**config.mk**
```make
export PLATFORM = sky130hd
export DESIGN_NAME = usb_crc16_tx_ctrl
export DESIGN_NICKNAME = d
export VERILOG_FILES = /design/src/rtl/usb_crc16_tx_ctrl.sv
export SDC_FILE = /design/constraint.sdc
export NUM_CORES = 1
export LEC_CHECK = 0
export ABC_AREA = 0
export CORE_MARGIN = 3
export CORE_UTILIZATION = 40
export CTS_BUF_LIST = sky130_fd_sc_hd__clkbuf_4
export CTS_CLUSTER_SIZE = 30
export DETAILED_ROUTE_END_ITERATION = 10
export DONT_BUFFER_PORTS = 1
export GPL_ROUTABILITY_DRIVEN = 0
export PLACE_DENSITY_LB_ADDON = 0.12
export SLEW_MARGIN = 20
export SYNTH_ARGS = -nofsm -noshare
export SYNTH_HDL_FRONTEND = slang
export SYNTH_SLANG_ARGS = --single-unit
```
**constraint.sdc**
```tcl
create_clock -name clk -period 1.6 [get_ports clk]
set_input_delay 0.32 -clock clk [delete_from_list [all_inputs] [get_ports clk]]
set_output_delay 0.32 -clock clk [all_outputs]
set_load 0.01 [all_outputs]
```
**src/rtl/usb_crc16_tx_ctrl.sv**
```systemverilog
// USB data-packet transmit sequencer: PID byte, payload pass-through with
// CRC16 engine feed, then the 16-bit CRC appended LSB-first.
module usb_crc16_tx_ctrl #(
    parameter bit INVERT_CRC = 1'b1
) (
    input  logic        clk,
    input  logic        n_rst,
    input  logic        pkt_start,
    input  logic [3:0]  pkt_pid,
    input  logic        pkt_zero_len,
    input  logic        abort,
    input  logic [7:0]  in_data,
    input  logic        in_valid,
    input  logic        in_last,
    output logic        in_ready,
    output logic [7:0]  tx_data,
    output logic        tx_valid,
    input  logic        tx_ready,
    output logic [7:0]  crc_data,
    output logic        crc_en,
    output logic        crc_clr,
    input  logic [15:0] crc_value,
    output logic        busy,
    output logic        done
);

    typedef enum logic [2:0] {
        S_IDLE, S_PID, S_DATA, S_SETTLE, S_CRC_LO, S_CRC_HI
    } state_e;

    state_e      state_q, state_d;
    logic [3:0]  pid_q, pid_d;
    logic        zero_len_q, zero_len_d;
    logic [15:0] hold_q, hold_d;
    logic        done_q, done_d;
    logic [15:0] crc_tx;
    logic        kill;

    assign crc_tx = INVERT_CRC ? ~hold_q : hold_q;
    assign kill   = abort && (state_q != S_IDLE);

    always_ff @(posedge clk) begin
        if (!n_rst) begin
            state_q    <= S_IDLE;
            pid_q      <= 4'h0;
            zero_len_q <= 1'b0;
            hold_q     <= 16'h0000;
            done_q     <= 1'b0;
        end else begin
            state_q    <= state_d;
            pid_q      <= pid_d;
            zero_len_q <= zero_len_d;
            hold_q     <= hold_d;
            done_q     <= done_d;
        end
    end

    always_comb begin
        state_d = state_q;
        unique case (state_q)
            S_IDLE:   if (pkt_start) state_d = S_PID;
            S_PID:    if (tx_ready) state_d = zero_len_q ? S_SETTLE : S_DATA;
            S_DATA:   if (in_valid && tx_ready && in_last) state_d = S_SETTLE;
            S_SETTLE: state_d = S_CRC_LO;
            S_CRC_LO: if (tx_ready) state_d = S_CRC_HI;
            S_CRC_HI: if (tx_ready) state_d = S_IDLE;
            default:  state_d = S_IDLE;
        endcase
        // abort outranks every transition out of a busy state
        if (kill) state_d = S_IDLE;
    end

    always_comb begin
        pid_d      = pid_q;
        zero_len_d = zero_len_q;
        hold_d     = hold_q;
        done_d     = (state_q == S_CRC_HI) && tx_ready && !kill;
        if (state_q == S_IDLE && pkt_start) begin
            pid_d      = pkt_pid;
            zero_len_d = pkt_zero_len;
        end
        // engine result is stable one cycle after the last crc_en
        if (state_q == S_SETTLE && !kill) hold_d = crc_value;
    end

    always_comb begin
        tx_data  = 8'h00;
        tx_valid = 1'b0;
        in_ready = 1'b0;
        crc_data = 8'h00;
        crc_en   = 1'b0;
        crc_clr  = 1'b0;
        busy     = (state_q != S_IDLE);
        done     = done_q;
        unique case (state_q)
            S_IDLE:   crc_clr = pkt_start;
            S_PID: begin
                tx_valid = 1'b1;
                tx_data  = {~pid_q, pid_q};
            end
            S_DATA: begin
                tx_data  = in_data;
                tx_valid = in_valid;
                in_ready = tx_ready;
                crc_data = in_data;
                crc_en   = in_valid && tx_ready;
            end
            S_SETTLE: ;
            S_CRC_LO: begin
                tx_valid = 1'b1;
                tx_data  = crc_tx[7:0];
            end
            S_CRC_HI: begin
                tx_valid = 1'b1;
                tx_data  = crc_tx[15:8];
            end
            default: ;
        endcase
        if (kill) begin
            tx_valid = 1'b0;
            in_ready = 1'b0;
            crc_en   = 1'b0;
            crc_clr  = 1'b1;
        end
    end

endmodule

```
==> flow_summary.json <==
{
  "grt_antenna_before_repair": 0,
  "syn_area_mm2": 0.00141,
  "clkPwrFrac_pct": 18.0,
  "drive_above_1_share_pct": 40.7,
  "drt_iter0_drc": 53,
  "seqPwrFrac_pct": 42.1,
  "antenna_cells": 0,
  "clk_path_buf_depth": 2,
  "synth_top_area_cell": "dfxtp_1",
  "ant_nets": 0,
  "synth-seq-cells": 25,
  "fmax_mhz": 547,
  "cpLargestDelayFamily": "flip-flops",
  "worst-r2r-setup-slack_ns": 0.15,
  "min_path_cells": 2,
  "synth_enable_flop_cells": 0,
  "worst_clock_skew_ns": 0.00785,
  "areaGrowthSynthToFinish_pct": 31.2,
  "clk_pin_slew_worst_paths_ns": 0.14,
  "maxSlewHeadroom_pct": 78.1,
  "critPathKind": "reg -> out",
  "ff2ff_path_depth": 8,
  "report.power.total_mw": 1.60,
  "place_ws_ns": 0.0524,
  "num_rows": 20,
  "htreeDepth": 1,
  "cp-end-kind": "output port",
  "path_max_fanout": 12,
  "worst_path_max_delay_cell": "dfxtp_4",
  "post-route-period-util_pct": 114,
  "critPathLaunchType": "flip-flop",
  "insertion_delay_ns": 0.32,
  "gr-total-overflow": 0,
  "cts_tree": "done",
  "path_buf_inv": 2,
  "status": "finished with violations",
  "cts_buffers": 3,
  "p_leak_nw": 0.722,
  "grt_pass1_vias": 1304,
  "hold_class": "in -> reg",
  "cp.depth": 5,
  "post-synth-top-count-cell": "nand2_1",
  "netlist.area_leader.share_pct": 35.6,
  "finalHoldViolations": 0,
  "worst_slack_ns": -0.228,
  "ir_drop_mv": 0.448,
  "slowest_delay_ns": 0.37,
  "place_inst": 223,
  "synth_cell_types": 34,
  "netlist_top_cells_area": "dfxtp_1 (36%), nand2_1 (11%), a21boi_0 (6.4%), a21boi_1 (5.3%), mux2_2 (4.8%)",
  "dieArea_mm2": 0.00426,
  "fin_crit_ns": 1.83,
  "maxSlewViolCount": 0,
  "cts-root-buf": "clkbuf_4",
  "crit_arrival_ns": 1.51,
  "routedWlPerCell_um": 15.8,
  "clock_sinks": 25,
  "setup_viol": 20,
  "hpwl_um": 2750,
  "synth_common_cells": "nand2_1 (41), dfxtp_1 (25), a21boi_0 (12), a21boi_1 (10), and2_1 (9)",
  "powerDensity_mw_per_mm2": 868,
  "fin_setup_tns_ns": -2.84,
  "async_flop_share_pct": 0,
  "worst_pin_slew_ns": 0.329,
  "intPower_mw": 1.08,
  "yosysWarnings": 0,
  "grt_pass1_wl_um": 6160,
  "syn_avg_cell_area_um2": 8.18,
  "syn_nets": 208,
  "holdBufCountCts": 0,
  "core_area_mm2": 0.00320,
  "wl_um": 3770,
  "vias": 1289,
  "drv_cap": 0,
  "io_buffers": 0,
  "pwr-share-comb_pct": 39.9,
  "ys_seq_area_share_pct": 35.6,
  "p_sw_uw": 524,
  "rsz0062_at_grt": "true",
  "fp.dieH_um": 65.3,
  "synthCells": 172,
  "nets": 231,
  "crit_chain": "buf_12 > and2b_2 > a22oi_2 > o22ai_2 > buf_4",
  "post-route-drc-count": 0,
  "die_x_um": 65.3,
  "gr-usage-all-layers_pct": 18.3,
  "drt-pass1-iter-count": 4,
  "final_cells": 238,
  "start_util_pct": 43.9,
  "violations": "setup timing",
  "via_per_inst": 5.42,
  "pin_count": 58,
  "grt_max_degree": 23,
  "crit_required_ns": 1.28,
  "ys.flop_type": "dfxtp_1",
  "sw_frac_of_total_pct": 32.7
}
[layout make-up]
cell class                 count  area, um^2
multi-input combinational    132         943
fill                         310        1360
timing repair buffer          30         297
clock buffer                   3        22.5
sequential                    25         509
inverter                       3        11.3
tap                           44        55.1
clock inverter                 1        7.51
[worst reg2reg max path, delay by kind of cell (launching register included)]
| kind | cells | cell delay (ns) |
|---|---|---|
| buffers and inverters | 4 | 0.44 |
| and+or+nand+nor | 3 | 0.37 |
| DFF | 1 | 0.36 |
| AOI/OAI and AO/OA | 1 | 0.19 |
[stage by stage]
stage          utilization, %  area [um^2]  hold slack, ns
2_1_floorplan               -         1410           0.432
3_3_place_gp             48.2         1540           0.445
3_5_place_dp             48.2         1540           0.448
4_1_cts                  55.7         1780          0.0961
5_1_grt                  57.6         1850          0.0808
6_report                 57.6         1850           0.110
[metal layers]
metal  part of all wire (%)  GRT usage, %  vias up
met5                      0             0        -
met4                   0.77          3.89        0
met3                    6.1          4.96        4
met2                     49          30.8       43
met1                     44          23.4      601
li1                       -             -      641
[final timing paths]
kind	start	endpoint
worst max-delay path	state_q[0]	tx_data[7]
worst min-delay path	crc_value[0]	hold_q[0]
worst max register to register	state_q[1]	state_q[0]
worst min register to register	hold_q[5]	hold_q[5]
[what timing repair did]
item                                    in CTS  in global routing
gates resized for setup                     32                 14
endpoints found under the setup margin      21                 22
pin swaps                                    7                  4
setup buffers                               10                  0
gates cloned                                 1                  0
[power groups by stage]
stage,clock [mW],sequential [mW],combinational (mW)
floorplan,0,0.673,0.320
global placement,0,0.683,0.447
detailed placement,0,0.684,0.454
CTS,0.305,0.672,0.599
global route,0.331,0.678,0.689
finish,0.289,0.674,0.639
[sequential cells by signal, summed over array words and instances (netlist names)]
signal and cells:
zero_len_q 1, done 1, hold_q 16, pid_q 4, state_q 3
[logic make-up (layout without fill, tap and decap cells)]
family          count (synthesis)  after routing  share of synthesized area, %
flops                          25             25                          35.6
compound gates                 45             45                          22.8
simple gates                   79             79                          28.6
buf+inv                        15             37                          6.85
mux                             8              8                          6.23
[cells in the final DEF, fill, tap and decap left out, types with 2 or more instances in the layout]
master	instances
a21boi_1	10
buf_6	7
nor3_1	3
a21oi_1	6
nor2_1	5
mux2i_1	2
o22ai_1	4
a21boi_0	12
o22ai_2	3
nand2_2	4
dfxtp_4	2
nand2_1	39
and2_4	9
o21bai_4	2
clkbuf_4	3
buf_12	2
nor3_4	2
nand3_1	5
mux2_2	5
buf_4	20
a22oi_2	4
and3b_1	2
dfxtp_1	22
inv_2	2
Note: power is estimated with default switching activity, not from simulation.
